--- src/rtl/statseg_pkg.sv ---
// Shared types and default sizing for the static-segment controller.
package statseg_pkg;

    localparam int                    DEF_ADDR_W    = 20;
    localparam int                    DEF_DATA_W    = 20;
    localparam int                    DEF_OFF_W     = 8;
    localparam logic [DEF_ADDR_W-1:0] DEF_SEG_START = 20'h80000;

    typedef enum logic [1:0] {
        IDLE  = 2'd0,
        WRITE = 2'd1,
        LOAD  = 2'd2,
        RESP  = 2'd3
    } state_e;

endpackage

--- src/rtl/statseg_ctrl_if.sv ---
// Loader/decoder, lookup, memory-write and statseg signals of statseg_ctrl.
interface statseg_ctrl_if
    import statseg_pkg::*;
#(
    parameter int ADDR_W = DEF_ADDR_W,
    parameter int DATA_W = DEF_DATA_W,
    parameter int OFF_W  = DEF_OFF_W
) ();
    logic              prog_start;
    logic              decl_valid;
    logic              decl_ready;
    logic [DATA_W-1:0] decl_data;
    logic              lkup_valid;
    logic              lkup_ready;
    logic [OFF_W-1:0]  lkup_off;
    logic [ADDR_W-1:0] lkup_addr;
    logic              lkup_done;
    logic              err_oob;
    logic              mem_wr_en;
    logic [ADDR_W-1:0] mem_wr_addr;
    logic [DATA_W-1:0] mem_wr_data;
    logic              mem_wr_ack;
    logic              seg_load;
    logic [ADDR_W-1:0] seg_addr;
    logic [ADDR_W-1:0] seg_base;
    logic [OFF_W:0]    const_count;
    logic              full;

    modport slave (
        input  prog_start, decl_valid, decl_data, lkup_valid, lkup_off, mem_wr_ack, seg_base,
        output decl_ready, lkup_ready, lkup_addr, lkup_done, err_oob,
               mem_wr_en, mem_wr_addr, mem_wr_data, seg_load, seg_addr, const_count, full
    );

    modport master (
        output prog_start, decl_valid, decl_data, lkup_valid, lkup_off, mem_wr_ack, seg_base,
        input  decl_ready, lkup_ready, lkup_addr, lkup_done, err_oob,
               mem_wr_en, mem_wr_addr, mem_wr_data, seg_load, seg_addr, const_count, full
    );
endinterface

--- src/rtl/statseg_ctrl_rr_arb2.sv ---
// rr_arb2: two-requester round-robin arbiter; on a tie the requester not granted last wins.
module rr_arb2 (
    input  logic       clk,
    input  logic       reset,
    input  logic       en_i,
    input  logic [1:0] req_i,
    output logic [1:0] gnt_o
);
    logic last_q, last_d;  // 1 when requester 1 won the most recent grant

    always_comb begin
        case (req_i)
            2'b01:   gnt_o = 2'b01;
            2'b10:   gnt_o = 2'b10;
            2'b11:   gnt_o = last_q ? 2'b01 : 2'b10;
            default: gnt_o = 2'b00;
        endcase
    end

    assign last_d = (en_i && (req_i != 2'b00)) ? gnt_o[1] : last_q;

    always_ff @(posedge clk or posedge reset) begin
        if (reset) last_q <= 1'b1;
        else       last_q <= last_d;
    end
endmodule

--- src/rtl/statseg_ctrl.sv ---
// statseg_ctrl: writes declared constants to the static segment, loads statseg with each program's base
// and serves base+offset lookups. Define STATSEG_CTRL_BOUNDS_EN to compile in the err_oob offset check.
module statseg_ctrl
    import statseg_pkg::*;
#(
    parameter int                ADDR_W    = DEF_ADDR_W,
    parameter int                DATA_W    = DEF_DATA_W,
    parameter int                OFF_W     = DEF_OFF_W,
    parameter logic [ADDR_W-1:0] SEG_START = ADDR_W'(DEF_SEG_START),
    parameter int                SEG_LIMIT = 256
) (
    input logic           clk,
    input logic           reset,
    statseg_ctrl_if.slave bus
);
    localparam int                CW      = OFF_W + 1;
    localparam logic [ADDR_W-1:0] SEG_END = SEG_START + ADDR_W'(SEG_LIMIT);

    state_e            state_q, state_d;
    logic [ADDR_W-1:0] wr_ptr_q, wr_ptr_d;
    logic [ADDR_W-1:0] wa_q, wa_d;
    logic [DATA_W-1:0] wd_q, wd_d;
    logic [ADDR_W-1:0] la_q, la_d;
    logic [CW-1:0]     cnt_q, cnt_d;
    logic              pend_q, pend_d;
    logic              first_q, first_d;
    logic              idle, full_w, pend_eff, decl_acc, lkup_acc, wr_done, oob_w;
    logic [1:0]        gnt;

    assign idle     = (state_q == IDLE);
    assign full_w   = (wr_ptr_q == SEG_END);
    assign pend_eff = pend_q | bus.prog_start;
    assign decl_acc = idle & gnt[0];
    assign lkup_acc = idle & gnt[1];
    assign wr_done  = (state_q == WRITE) & bus.mem_wr_ack;

    rr_arb2 u_arb (
        .clk   (clk),
        .reset (reset),
        .en_i  (idle),
        .req_i ({bus.lkup_valid, bus.decl_valid & ~full_w}),
        .gnt_o (gnt)
    );

    always_ff @(posedge clk or posedge reset) begin
        if (reset) state_q <= IDLE;
        else       state_q <= state_d;
    end

    always_comb begin
        state_d = state_q;
        case (state_q)
            IDLE: begin
                if (decl_acc)      state_d = WRITE;
                else if (lkup_acc) state_d = RESP;
            end
            WRITE:   if (bus.mem_wr_ack) state_d = first_q ? LOAD : IDLE;
            LOAD:    state_d = IDLE;
            RESP:    state_d = IDLE;
            default: state_d = IDLE;
        endcase
    end

    always_comb begin
        bus.decl_ready = 1'b0;
        bus.lkup_ready = 1'b0;
        bus.mem_wr_en  = 1'b0;
        bus.seg_load   = 1'b0;
        bus.lkup_done  = 1'b0;
        case (state_q)
            IDLE: begin
                bus.decl_ready = gnt[0];
                bus.lkup_ready = gnt[1];
            end
            WRITE:   bus.mem_wr_en = 1'b1;
            LOAD:    bus.seg_load  = 1'b1;
            RESP:    bus.lkup_done = 1'b1;
            default: ;
        endcase
    end

    // A pending program start is folded in while idle, ahead of any declaration granted that cycle.
    always_comb begin
        wr_ptr_d = wr_ptr_q;
        wa_d     = wa_q;
        wd_d     = wd_q;
        la_d     = la_q;
        cnt_d    = cnt_q;
        pend_d   = pend_eff;
        first_d  = first_q;
        if (idle && pend_eff) begin
            cnt_d   = '0;
            first_d = 1'b1;
            pend_d  = 1'b0;
        end
        if (decl_acc) begin
            wa_d = wr_ptr_q;
            wd_d = bus.decl_data;
        end
        if (lkup_acc) la_d = bus.seg_base + ADDR_W'(bus.lkup_off);
        if (wr_done) begin
            wr_ptr_d = wr_ptr_q + ADDR_W'(1);
            cnt_d    = cnt_q + CW'(1);
            first_d  = 1'b0;
        end
    end

    always_ff @(posedge clk or posedge reset) begin
        if (reset) begin
            wr_ptr_q <= SEG_START;
            wa_q     <= '0;
            wd_q     <= '0;
            la_q     <= '0;
            cnt_q    <= '0;
            pend_q   <= 1'b1;
            first_q  <= 1'b0;
        end else begin
            wr_ptr_q <= wr_ptr_d;
            wa_q     <= wa_d;
            wd_q     <= wd_d;
            la_q     <= la_d;
            cnt_q    <= cnt_d;
            pend_q   <= pend_d;
            first_q  <= first_d;
        end
    end

`ifdef STATSEG_CTRL_BOUNDS_EN
    logic          oob_q;
    logic [CW-1:0] cnt_eff;

    assign cnt_eff = pend_eff ? '0 : cnt_q;

    always_ff @(posedge clk or posedge reset) begin
        if (reset)         oob_q <= 1'b0;
        else if (lkup_acc) oob_q <= ({1'b0, bus.lkup_off} >= cnt_eff);
    end
    assign oob_w = oob_q;
`else
    assign oob_w = 1'b0;
`endif

    assign bus.err_oob     = bus.lkup_done & oob_w;
    assign bus.lkup_addr   = la_q;
    assign bus.mem_wr_addr = wa_q;
    assign bus.mem_wr_data = wd_q;
    assign bus.seg_addr    = (state_q == LOAD) ? wa_q : '0;
    assign bus.const_count = cnt_q;
    assign bus.full        = full_w;
endmodule

--- src/flat_wrapper.sv ---
// flat-port wrapper written by rule: the top's interface ports become plain ports
module statseg_ctrl_flat import statseg_pkg::*;
#(
    parameter int                ADDR_W    = DEF_ADDR_W,
    parameter int                DATA_W    = DEF_DATA_W,
    parameter int                OFF_W     = DEF_OFF_W,
    parameter logic [ADDR_W-1:0] SEG_START = ADDR_W'(DEF_SEG_START),
    parameter int                SEG_LIMIT = 256
)
  (clk, reset, bus_prog_start, bus_decl_valid, bus_decl_data, bus_lkup_valid, bus_lkup_off, bus_mem_wr_ack, bus_seg_base, bus_decl_ready, bus_lkup_ready, bus_lkup_addr, bus_lkup_done, bus_err_oob, bus_mem_wr_en, bus_mem_wr_addr, bus_mem_wr_data, bus_seg_load, bus_seg_addr, bus_const_count, bus_full);
  statseg_ctrl_if #(.ADDR_W(ADDR_W), .DATA_W(DATA_W), .OFF_W(OFF_W)) bus_i ();
  input logic clk;
  input logic reset;
  input wire logic [$bits(bus_i.prog_start)-1:0] bus_prog_start;
  input wire logic [$bits(bus_i.decl_valid)-1:0] bus_decl_valid;
  input wire logic [$bits(bus_i.decl_data)-1:0] bus_decl_data;
  input wire logic [$bits(bus_i.lkup_valid)-1:0] bus_lkup_valid;
  input wire logic [$bits(bus_i.lkup_off)-1:0] bus_lkup_off;
  input wire logic [$bits(bus_i.mem_wr_ack)-1:0] bus_mem_wr_ack;
  input wire logic [$bits(bus_i.seg_base)-1:0] bus_seg_base;
  output wire logic [$bits(bus_i.decl_ready)-1:0] bus_decl_ready;
  output wire logic [$bits(bus_i.lkup_ready)-1:0] bus_lkup_ready;
  output wire logic [$bits(bus_i.lkup_addr)-1:0] bus_lkup_addr;
  output wire logic [$bits(bus_i.lkup_done)-1:0] bus_lkup_done;
  output wire logic [$bits(bus_i.err_oob)-1:0] bus_err_oob;
  output wire logic [$bits(bus_i.mem_wr_en)-1:0] bus_mem_wr_en;
  output wire logic [$bits(bus_i.mem_wr_addr)-1:0] bus_mem_wr_addr;
  output wire logic [$bits(bus_i.mem_wr_data)-1:0] bus_mem_wr_data;
  output wire logic [$bits(bus_i.seg_load)-1:0] bus_seg_load;
  output wire logic [$bits(bus_i.seg_addr)-1:0] bus_seg_addr;
  output wire logic [$bits(bus_i.const_count)-1:0] bus_const_count;
  output wire logic [$bits(bus_i.full)-1:0] bus_full;
  assign bus_i.prog_start = bus_prog_start;
  assign bus_i.decl_valid = bus_decl_valid;
  assign bus_i.decl_data = bus_decl_data;
  assign bus_i.lkup_valid = bus_lkup_valid;
  assign bus_i.lkup_off = bus_lkup_off;
  assign bus_i.mem_wr_ack = bus_mem_wr_ack;
  assign bus_i.seg_base = bus_seg_base;
  assign bus_decl_ready = bus_i.decl_ready;
  assign bus_lkup_ready = bus_i.lkup_ready;
  assign bus_lkup_addr = bus_i.lkup_addr;
  assign bus_lkup_done = bus_i.lkup_done;
  assign bus_err_oob = bus_i.err_oob;
  assign bus_mem_wr_en = bus_i.mem_wr_en;
  assign bus_mem_wr_addr = bus_i.mem_wr_addr;
  assign bus_mem_wr_data = bus_i.mem_wr_data;
  assign bus_seg_load = bus_i.seg_load;
  assign bus_seg_addr = bus_i.seg_addr;
  assign bus_const_count = bus_i.const_count;
  assign bus_full = bus_i.full;
  statseg_ctrl #(.ADDR_W(ADDR_W), .DATA_W(DATA_W), .OFF_W(OFF_W), .SEG_START(SEG_START), .SEG_LIMIT(SEG_LIMIT)) u_core (.clk(clk), .reset(reset), .bus(bus_i));
endmodule
--- config.mk ---
export PLATFORM = sky130hd
export DESIGN_NAME = statseg_ctrl_flat
export DESIGN_NICKNAME = d
export VERILOG_FILES = /design/src/rtl/statseg_pkg.sv /design/src/rtl/statseg_ctrl_if.sv /design/src/rtl/statseg_ctrl_rr_arb2.sv /design/src/rtl/statseg_ctrl.sv /design/src/flat_wrapper.sv
export SDC_FILE = /design/constraint.sdc
export NUM_CORES = 1
export LEC_CHECK = 0
export CAP_MARGIN = 20
export CORE_ASPECT_RATIO = 0.7
export CORE_MARGIN = 3
export CORE_UTILIZATION = 45
export DETAILED_ROUTE_END_ITERATION = 8
export PLACE_DENSITY = 0.78
export SLEW_MARGIN = 20
export SYNTH_ARGS = -nofsm -noshare
export SYNTH_HDL_FRONTEND = slang
export SYNTH_SLANG_ARGS = --single-unit
--- constraint.sdc ---
create_clock -name clk -period 5.6 [get_ports clk]
set_input_delay 1.12 -clock clk [delete_from_list [all_inputs] [get_ports clk]]
set_output_delay 1.12 -clock clk [all_outputs]
set_load 0.005 [all_outputs]
==> flow_summary.ini, run 1 <==
[outcome]
outcome = finished, final reports clean

[synthesis]
yosys-top-cells-area = dfrtp_1 49%, mux2_2 4.9%, xnor2_1 4.2%, nand2_1 3.7%, and2_1 3.2%
async_flop_share_pct = 100
ys_types = 55
synth_common_cells = 91 x dfrtp_1, 46 x nand2_1, 27 x o21ai_0
syn_area_mm2 = 0.00463
synth_flop_cell = dfrtp_1
syn-instance-count = 413
synth_edf_count = 0
synth_seq_cells = 94
yosysMostFrequentCell = dfrtp_1
netlist.area_leader.share_pct = 49.2
synth-seq-area-share_pct = 50.9
syn-num-nets = 479
yosysTopAreaCell = dfrtp_1
yosysWarnings = 0
synth_area_per_cell_um2 = 11.2

[route]
vias = 3675
ant_nets = 0
via_per_inst = 5.34
drcViolationCount = 0
drtIter0Drc = 189
finalWirelength_um = 11100
first_pass_iters = 4
wire_per_inst_um = 16.1

[sta]
slew-limit-headroom_pct = 51.8
finClkSkew_ns = 0.00701
whs_ns = 0.484
setup-tns-final_ns = 0
min_period_ns = 4.56
fin_ws_ns = 1.04
worstMarginPinSlew_ns = 0.723
report.final.slew_viol_count = 0
rsz0062_at_grt = false
setup_viol = 0
post-route-period-util_pct = 81.4
fmaxAchievable_mhz = 219
finalHoldViolCount = 0

[placement]
dp_cells = 672
dpl_cell_area_mm2 = 0.00618
place_hpwl_um = 8160
placement.io_buffers = 148
gp_congestion = 0.856
place_ws_ns = 1.05

[critical_path]
setup.worst_path.end_class = primary output
cp_data_required_time_ns = 4.48
critPathKind = input pin to primary output
worstPathCellList = clkdlybuf4s50_1 > or3b_1 > nor2b_1 > a21oi_2 > buf_4 > inv_1 > clkdlybuf4s50_1
path_delay_family = buffers and inverters
crit_buf_inv = 4
critPathLaunchType = input pin
crit_path_frequent_cell = clkdlybuf4s50_1
path_max_fanout = 34
crit_arrival_ns = 3.44
max_stage_delay_ns = 0.58
cp_slowest_cell = clkdlybuf4s50_1

[pwr]
p_int_mw = 1.83
seqPwrFrac_pct = 39.8
power_density_mw_per_mm2 = 404
switching_share_pct = 30.3
p_switching_mw = 0.795
cellLeakagePower_nw = 2.85
finalPower_mw = 2.62
power_frac_comb_pct = 36.1
p_clk_share_pct = 24.0
peakVddDrop_mv = 0.285

[hold_path]
hold_class = flip-flop to flip-flop

[clock_network]
ctsResizeCount = 0
cts_tree = yes
hold_buffers = 0
insertion_delay_ns = 0.34
cts_sinks = 94
postCtsSetupBuffers = 0
ctsHtreeMaxLevel = 3
cts_root_buffer = clkbuf_16
clk_pin_slew_worst_paths_ns = 0.06
cts_buffers = 9
cts_buffer_depth = 2

[die]
core_mm2 = 0.00987
die_area_mm2 = 0.0116
placementRows = 30
die_width_um = 127
pin_count = 150
start_util_pct = 46.9
dieHeight_um = 90.9

[final_layout]
final_area_mm2 = 0.00649
multi_input_area_mm2 = 0.00215
syn2layout_area_growth_pct = 40.2
fillers = 757
drive_above_1_share_pct = 11.3
nets = 621
utilization_pct = 65.8
antenna-diode-count = 0
layout.area.seq_mm2 = 0.00236
finalNonFillerCells = 688

[global_routing]
grt_overflow = 0
grtUsageTotal_pct = 19.7
grt_pass1_wl_um = 18600
grt_max_degree = 60
antenna_found_initial = 0
first_global_vias = 3643

[flow_run]
max_cap_viol_count = 0
==> cells in the final DEF, fill, tap and decap left out, types with 2 or more instances in the layout <==
| cell type | synthesis | routed |
|---|---|---|
| clkdlybuf4s50_1 | 0 | 148 |
| dfrtp_1 | 91 | 91 |
| nand2_1 | 46 | 46 |
| o21ai_0 | 27 | 27 |
| and2_1 | 24 | 24 |
| xnor2_1 | 22 | 22 |
| mux2_2 | 20 | 20 |
| nand3_1 | 17 | 17 |
| nor2_1 | 16 | 16 |
| xor2_1 | 11 | 11 |
| ha_1 | 11 | 11 |
| mux2_1 | 10 | 10 |
| mux2_4 | 10 | 10 |
| clkbuf_16 | 0 | 9 |
| nand4_1 | 8 | 8 |
| a21oi_1 | 7 | 7 |
| and3_1 | 6 | 6 |
| and4_1 | 6 | 6 |
| inv_1 | 6 | 5 |
| nor3_1 | 5 | 5 |
| a21o_1 | 4 | 4 |
| a31oi_1 | 4 | 4 |
| or4_1 | 4 | 4 |
| or3_1 | 3 | 3 |
| o211ai_1 | 3 | 3 |
| dfstp_2 | 3 | 3 |
| nor4b_2 | 2 | 2 |
| nor2b_1 | 3 | 2 |
| a211oi_1 | 2 | 2 |
| inv_6 | 0 | 2 |
| clkinvlp_4 | 0 | 2 |
| buf_4 | 1 | 2 |
==> cell families after synthesis <==
family / synth area share, %
buf+inv: 2.81
compound gates: 7.92
mux: 10.5
other cells: 0.0810
fa+ha+maj: 3.40
flops: 50.9
xor+xnor: 6.24
simple gates: 18.1
==> final cells by class <==
| class | count | area share (%) |
|---|---|---|
| Multi-Input combinational cell | 294 | 33.1 |
| Clock inverter | 6 | 1.04 |
| Tap cell | 128 | 2.47 |
| Sequential cell | 94 | 36.3 |
| Inverter | 6 | 0.386 |
| Timing Repair Buffer | 150 | 23.1 |
| Clock buffer | 10 | 3.68 |
==> registers in the layout, indices dropped and copies added, names as in the netlist <==
register / count
u_core.u_arb.last_q: 1
u_core.bus.mem_wr_data: 20
u_core.pend_q: 1
u_core.bus.const_count: 9
u_core.bus.mem_wr_addr: 20
u_core.wr_ptr_q: 20
u_core.state_q: 2
u_core.bus.lkup_addr: 20
u_core.first_q: 1
==> per-layer routing <==
metal	vias to the layer above	GRT usage [%]	share of wire [%]
li1	1727	-	-
met1	1788	26.0	43
met2	141	31.3	47
met3	19	6.50	7.9
met4	0	5.45	1.4
met5	-	0	0
==> worst min-delay path, cell delays in order, from the launching register on <==
cell	delay, ns
dfrtp_1	0.35
nand2_1	0.05
nand2_1	0.05
==> power by group through the flow <==
stage | registers, mW | clock network [mW] | logic, mW
6_report | 1.04 | 0.630 | 0.946
5_1_grt | 1.08 | 0.664 | 1.04
3_5_place_dp | 1.05 | 0 | 0.957
4_1_cts | 1.05 | 0.640 | 0.960
2_1_floorplan | 1.04 | 0 | 0.448
3_3_place_gp | 1.04 | 0 | 0.933
==> worst paths after layout <==
path | startpoint | endpoint | slack, ns | cells past startpoint
min in group asynchronous | reset | u_core.bus.mem_wr_data[0] | 1.26 | 2
hold / removal | u_core.first_q | u_core.first_q | 0.48 | 2
max in group asynchronous | reset | u_core.bus.mem_wr_data[12] | 3.37 | 3
setup / recovery | bus_lkup_valid | bus_lkup_ready | 1.04 | 7
setup reg to reg | u_core.wr_ptr_q[0] | u_core.bus.mem_wr_data[18] | 3.14 | 7
hold reg to reg | u_core.first_q | u_core.first_q | 0.48 | 2
Note: power is estimated with default switching activity, not from simulation.
==> run 2: changes to the inputs <==
clock period = 4.4 ns   (was 5.6 ns; I/O delays follow)
==> run 2 against run 1 <==
Clock skew decreased by 0.0020 ns. Worst setup slack got worse by 0.20 ns. Cell area increased by 0.37%. Utilization increased by 0.24 points. Combinational power increased by 28%. Highest routed layer unchanged.
==> flow_summary.ini, run 2 (synthesis gave the netlist of run 1 again) <==
[outcome]
outcome = finished, final reports clean

[clock_network]
insertion_delay_ns = 0.34
cts_tree = yes
cts_root_buffer = clkbuf_16
ctsResizeCount = 0
cts_sinks = 94
hold_buffers = 0
cts_buffer_depth = 2
cts_buffers = 9
clk_pin_slew_worst_paths_ns = 0.07
postCtsSetupBuffers = 0
ctsHtreeMaxLevel = 3

[placement]
place_ws_ns = 0.867
dpl_cell_area_mm2 = 0.00620
placement.io_buffers = 148
gp_congestion = 0.871
place_hpwl_um = 8230
dp_cells = 675

[final_layout]
nets = 624
utilization_pct = 66.0
finalNonFillerCells = 691
multi_input_area_mm2 = 0.00215
drive_above_1_share_pct = 11.5
layout_common_cells = 148 x clkdlybuf4s50_1, 91 x dfrtp_1, 46 x nand2_1
antenna-diode-count = 0
final_area_mm2 = 0.00652
syn2layout_area_growth_pct = 40.7
fillers = 781
layout.area.seq_mm2 = 0.00236
final_common_cell = clkdlybuf4s50_1

[hold_path]
worstHoldStart = u_core.bus.lkup_addr[0]
hold_depth = 2
hold_end = u_core.bus.lkup_addr[0]
hold_class = flip-flop to flip-flop

[die]
pin_count = 150
die_area_mm2 = 0.0116
placementRows = 30
dieHeight_um = 90.9
start_util_pct = 46.9
die_width_um = 127
core_mm2 = 0.00987

[route]
ant_nets = 0
drcViolationCount = 0
finalWirelength_um = 11000
via_per_inst = 5.29
wire_per_inst_um = 15.9
vias = 3655
drtIter0Drc = 229
first_pass_iters = 4

[pwr]
finalPower_mw = 3.34
power_density_mw_per_mm2 = 513
cellLeakagePower_nw = 2.87
peakVddDrop_mv = 0.315

[sta]
setup-tns-final_ns = 0
worstMarginPinSlew_ns = 0.634
finalHoldViolCount = 0
post-route-period-util_pct = 80.8
min_period_ns = 3.55
rsz0062_at_grt = false
slew-limit-headroom_pct = 57.5
setup_viol = 0
report.final.slew_viol_count = 0
finClkSkew_ns = 0.00501
fin_ws_ns = 0.846
fmaxAchievable_mhz = 281
whs_ns = 0.475

[critical_path]
r2r_slack_ns = 1.95
cp_data_required_time_ns = 3.52
critPathLaunchType = input pin
path_max_fanout = 4
crit_arrival_ns = 2.67
critPathKind = input pin to primary output
setup.worst_path.end_class = primary output
r2r_cells = 8
r2r_end = u_core.bus.mem_wr_data[16]
rr_startpoint = u_core.wr_ptr_q[0]

[flow_run]
max_cap_viol_count = 0

[global_routing]
grt_pass1_wl_um = 18400
grt_overflow = 0
grt_max_degree = 41
antenna_found_initial = 0
grtUsageTotal_pct = 19.6
first_global_vias = 3646
-- run 2: changes by cell type in the layout (fill, tap and decap cells not counted), sizes merged --
| cell | change |
|---|---|
| clkbuf | +1 |
| clkinv | +1 |
| buf | +3 |
| clkinvlp | -2 |
-- run 2: cell type report --
class	count	share of cell area, %
clock buffers	11	3.73
clock inverters	5	0.999
inverters	6	0.384
multi-input cells	294	33.0
flip-flops and latches	94	36.2
well taps	128	2.46
repair buffers	153	23.3
-- run 2: report_power, final --
group	total (mW)	switching [mW]	internal, mW
Clock	0.798	0.335	0.463
Combinational	1.21	0.472	0.738
Sequential	1.33	0.201	1.13
Total	3.34	1.01	2.33
-- run 2: routing by layer --
metal	global-route usage (%)	up-vias	wire, um
met3	6.03	7	761
met2	31.6	135	5280
met1	26.2	1770	4880
li1	-	1743	-
met4	4.20	0	73
met5	0	-	0
-- run 2: worst max path at each step --
stage,to,depth (start not counted),slack [ns],from
after floorplan,u_core.bus.const_count[0],1,1.08,reset
after global placement,bus_lkup_ready,6,0.88,bus_lkup_valid
after detailed placement,bus_lkup_ready,6,0.87,bus_lkup_valid
after CTS,bus_lkup_ready,6,0.85,bus_lkup_valid
after global routing,bus_lkup_ready,6,0.71,bus_lkup_valid
final,bus_lkup_ready,6,0.85,bus_lkup_valid
-- run 2: critical path, stage by stage --
cell             delay (ns)
clkdlybuf4s50_1        0.52
or3b_1                 0.38
nor2b_1                0.17
a21oi_2                0.08
inv_1                  0.12
clkdlybuf4s50_1        0.52
==> run 3: changes to the inputs <==
CORE_UTILIZATION = 42   (was 45)
PLACE_DENSITY = 0.77   (was 0.78)
clock period = 3 ns   (was 4.4 ns; I/O delays follow)
==> run 3 against run 2 <==
Final cell count is 3.6% higher. Wire length fell by 2.9%. Via count down 0.44%. Worst setup slack worse by 0.75 ns. Sequential power rose by 46%. Cell area grew 1.0%. Clock skew grew 0.0026 ns.
==> flow_summary.ini, run 3 (synthesis gave the netlist of run 1 again) <==
[outcome]
outcome = finished, final reports clean

[route]
wire_per_inst_um = 14.9
via_per_inst = 5.08
first_pass_iters = 4
drcViolationCount = 0
finalWirelength_um = 10700
drtIter0Drc = 179
vias = 3639
ant_nets = 0

[critical_path]
worstPathCellList = inv_1 > ha_1 > nor4b_2 > and4_4 > a21boi_4 > nand3_4 > inv_1 > clkdlybuf4s50_1
crit_path_start = u_core.wr_ptr_q[0]
cp_data_required_time_ns = 2.40
crit_path_frequent_cell = inv_1
critPathKind = flip-flop to primary output
rr_startpoint = u_core.wr_ptr_q[0]
setup.worst_path.end_class = primary output
path_delay_family = buffers and inverters
cp_slowest_cell = clkdlybuf4s50_1
crit_buf_inv = 3
critPathLaunchType = flip-flop
max_stage_delay_ns = 0.52
path_max_fanout = 4
crit_arrival_ns = 2.31

[final_layout]
nets = 629
layout_common_cells = 148 x clkdlybuf4s50_1, 91 x dfrtp_1, 46 x nand2_1
final_common_cell = clkdlybuf4s50_1
syn2layout_area_growth_pct = 42.1
drive_above_1_share_pct = 12.3
antenna-diode-count = 0
utilization_pct = 62.4

[sta]
post-route-period-util_pct = 96.9
finalHoldViolCount = 0
setup_viol = 0
setup-tns-final_ns = 0
fmaxAchievable_mhz = 344
slew-limit-headroom_pct = 42.0
worstMarginPinSlew_ns = 0.869
report.final.slew_viol_count = 0
rsz0062_at_grt = false
min_period_ns = 2.91
finClkSkew_ns = 0.00757

[die]
placementRows = 31
core_mm2 = 0.0106
die_width_um = 132
dieHeight_um = 93.9
start_util_pct = 43.9
pin_count = 150
die_area_mm2 = 0.0123

[global_routing]
antenna_found_initial = 0
first_global_vias = 3699
grt_max_degree = 41
grt_overflow = 0
grt_pass1_wl_um = 17700
grtUsageTotal_pct = 17.5

[flow_run]
max_cap_viol_count = 0

[clock_network]
postCtsSetupBuffers = 0
hold_buffers = 0
ctsHtreeMaxLevel = 3
cts_buffer_depth = 2
cts_root_buffer = clkbuf_16
cts_sinks = 94
ctsResizeCount = 0
cts_tree = yes
cts_buffers = 9
insertion_delay_ns = 0.34
clk_pin_slew_worst_paths_ns = 0.07

[pwr]
seqPwrFrac_pct = 40.2
p_clk_share_pct = 22.8
power_frac_comb_pct = 37.0
p_switching_mw = 1.48
p_int_mw = 3.35
peakVddDrop_mv = 0.521
power_density_mw_per_mm2 = 734
switching_share_pct = 30.6
cellLeakagePower_nw = 2.89

[placement]
placement.io_buffers = 148
place_hpwl_um = 8050
gp_congestion = 0.834

[hold_path]
hold_class = flip-flop to flip-flop
worstHoldStart = u_core.bus.lkup_addr[17]
run 3: stage by stage:
step / power (mW) / hold WS, ns / instance area, um^2 / setup slack, ns / instances
floorplan: 2.77 / 0.447 / 4630 / 0.759 / 413
global placement: 3.71 / 0.463 / 6280 / 0.104 / 700
detailed placement: 3.77 / 0.475 / 6280 / 0.121 / 700
CTS: 4.90 / 0.494 / 6570 / 0.0485 / 716
global route: 5.13 / 0.503 / 6580 / 0.0126 / 716
finish: 4.83 / 0.488 / 6580 / 0.0922 / 716
run 3: path summary, 6_finish.rpt:
check	end	slack [ns]	cells past startpoint
max in group asynchronous	u_core.bus.mem_wr_data[7]	1.55	3
worst min register to register	u_core.bus.lkup_addr[17]	0.49	2
worst max-delay path	bus_decl_ready	0.09	8
worst max register to register	u_core.bus.mem_wr_data[13]	0.57	8
min in group asynchronous	u_core.bus.mem_wr_addr[18]	0.78	2
worst min-delay path	u_core.bus.lkup_addr[17]	0.49	2
run 3: power groups by stage:
stage,registers [mW],clock network (mW),logic (mW)
finish,1.94,1.10,1.79
detailed placement,1.96,0,1.81
floorplan,1.93,0,0.836
global route,2.00,1.18,1.95
global placement,1.94,0,1.77
CTS,1.94,1.13,1.82
run 3: area by class of cell:
class / instances / area (um^2)
Clock buffer: 10 / 239
Clock inverter: 6 / 53.8
Fill cell: 848 / 3970
Inverter: 6 / 26.3
Multi-Input combinational cell: 294 / 2150
Sequential cell: 94 / 2360
Tap cell: 148 / 185
Timing Repair Buffer: 158 / 1570
run 3: routing by layer:
metal / up-vias / GRT usage, % / routed length [um]
met4: 0 / 4.11 / 95
met1: 1775 / 22.0 / 4700
met3: 10 / 6.10 / 741
met2: 107 / 29.4 / 5150
met5: - / 0 / 0
li1: 1747 / - / -
run 3: worst min-delay path: cells and delay by family (launching register included):
kind	cells	cell delay [ns]
flops	1	0.35
simple gates	2	0.11
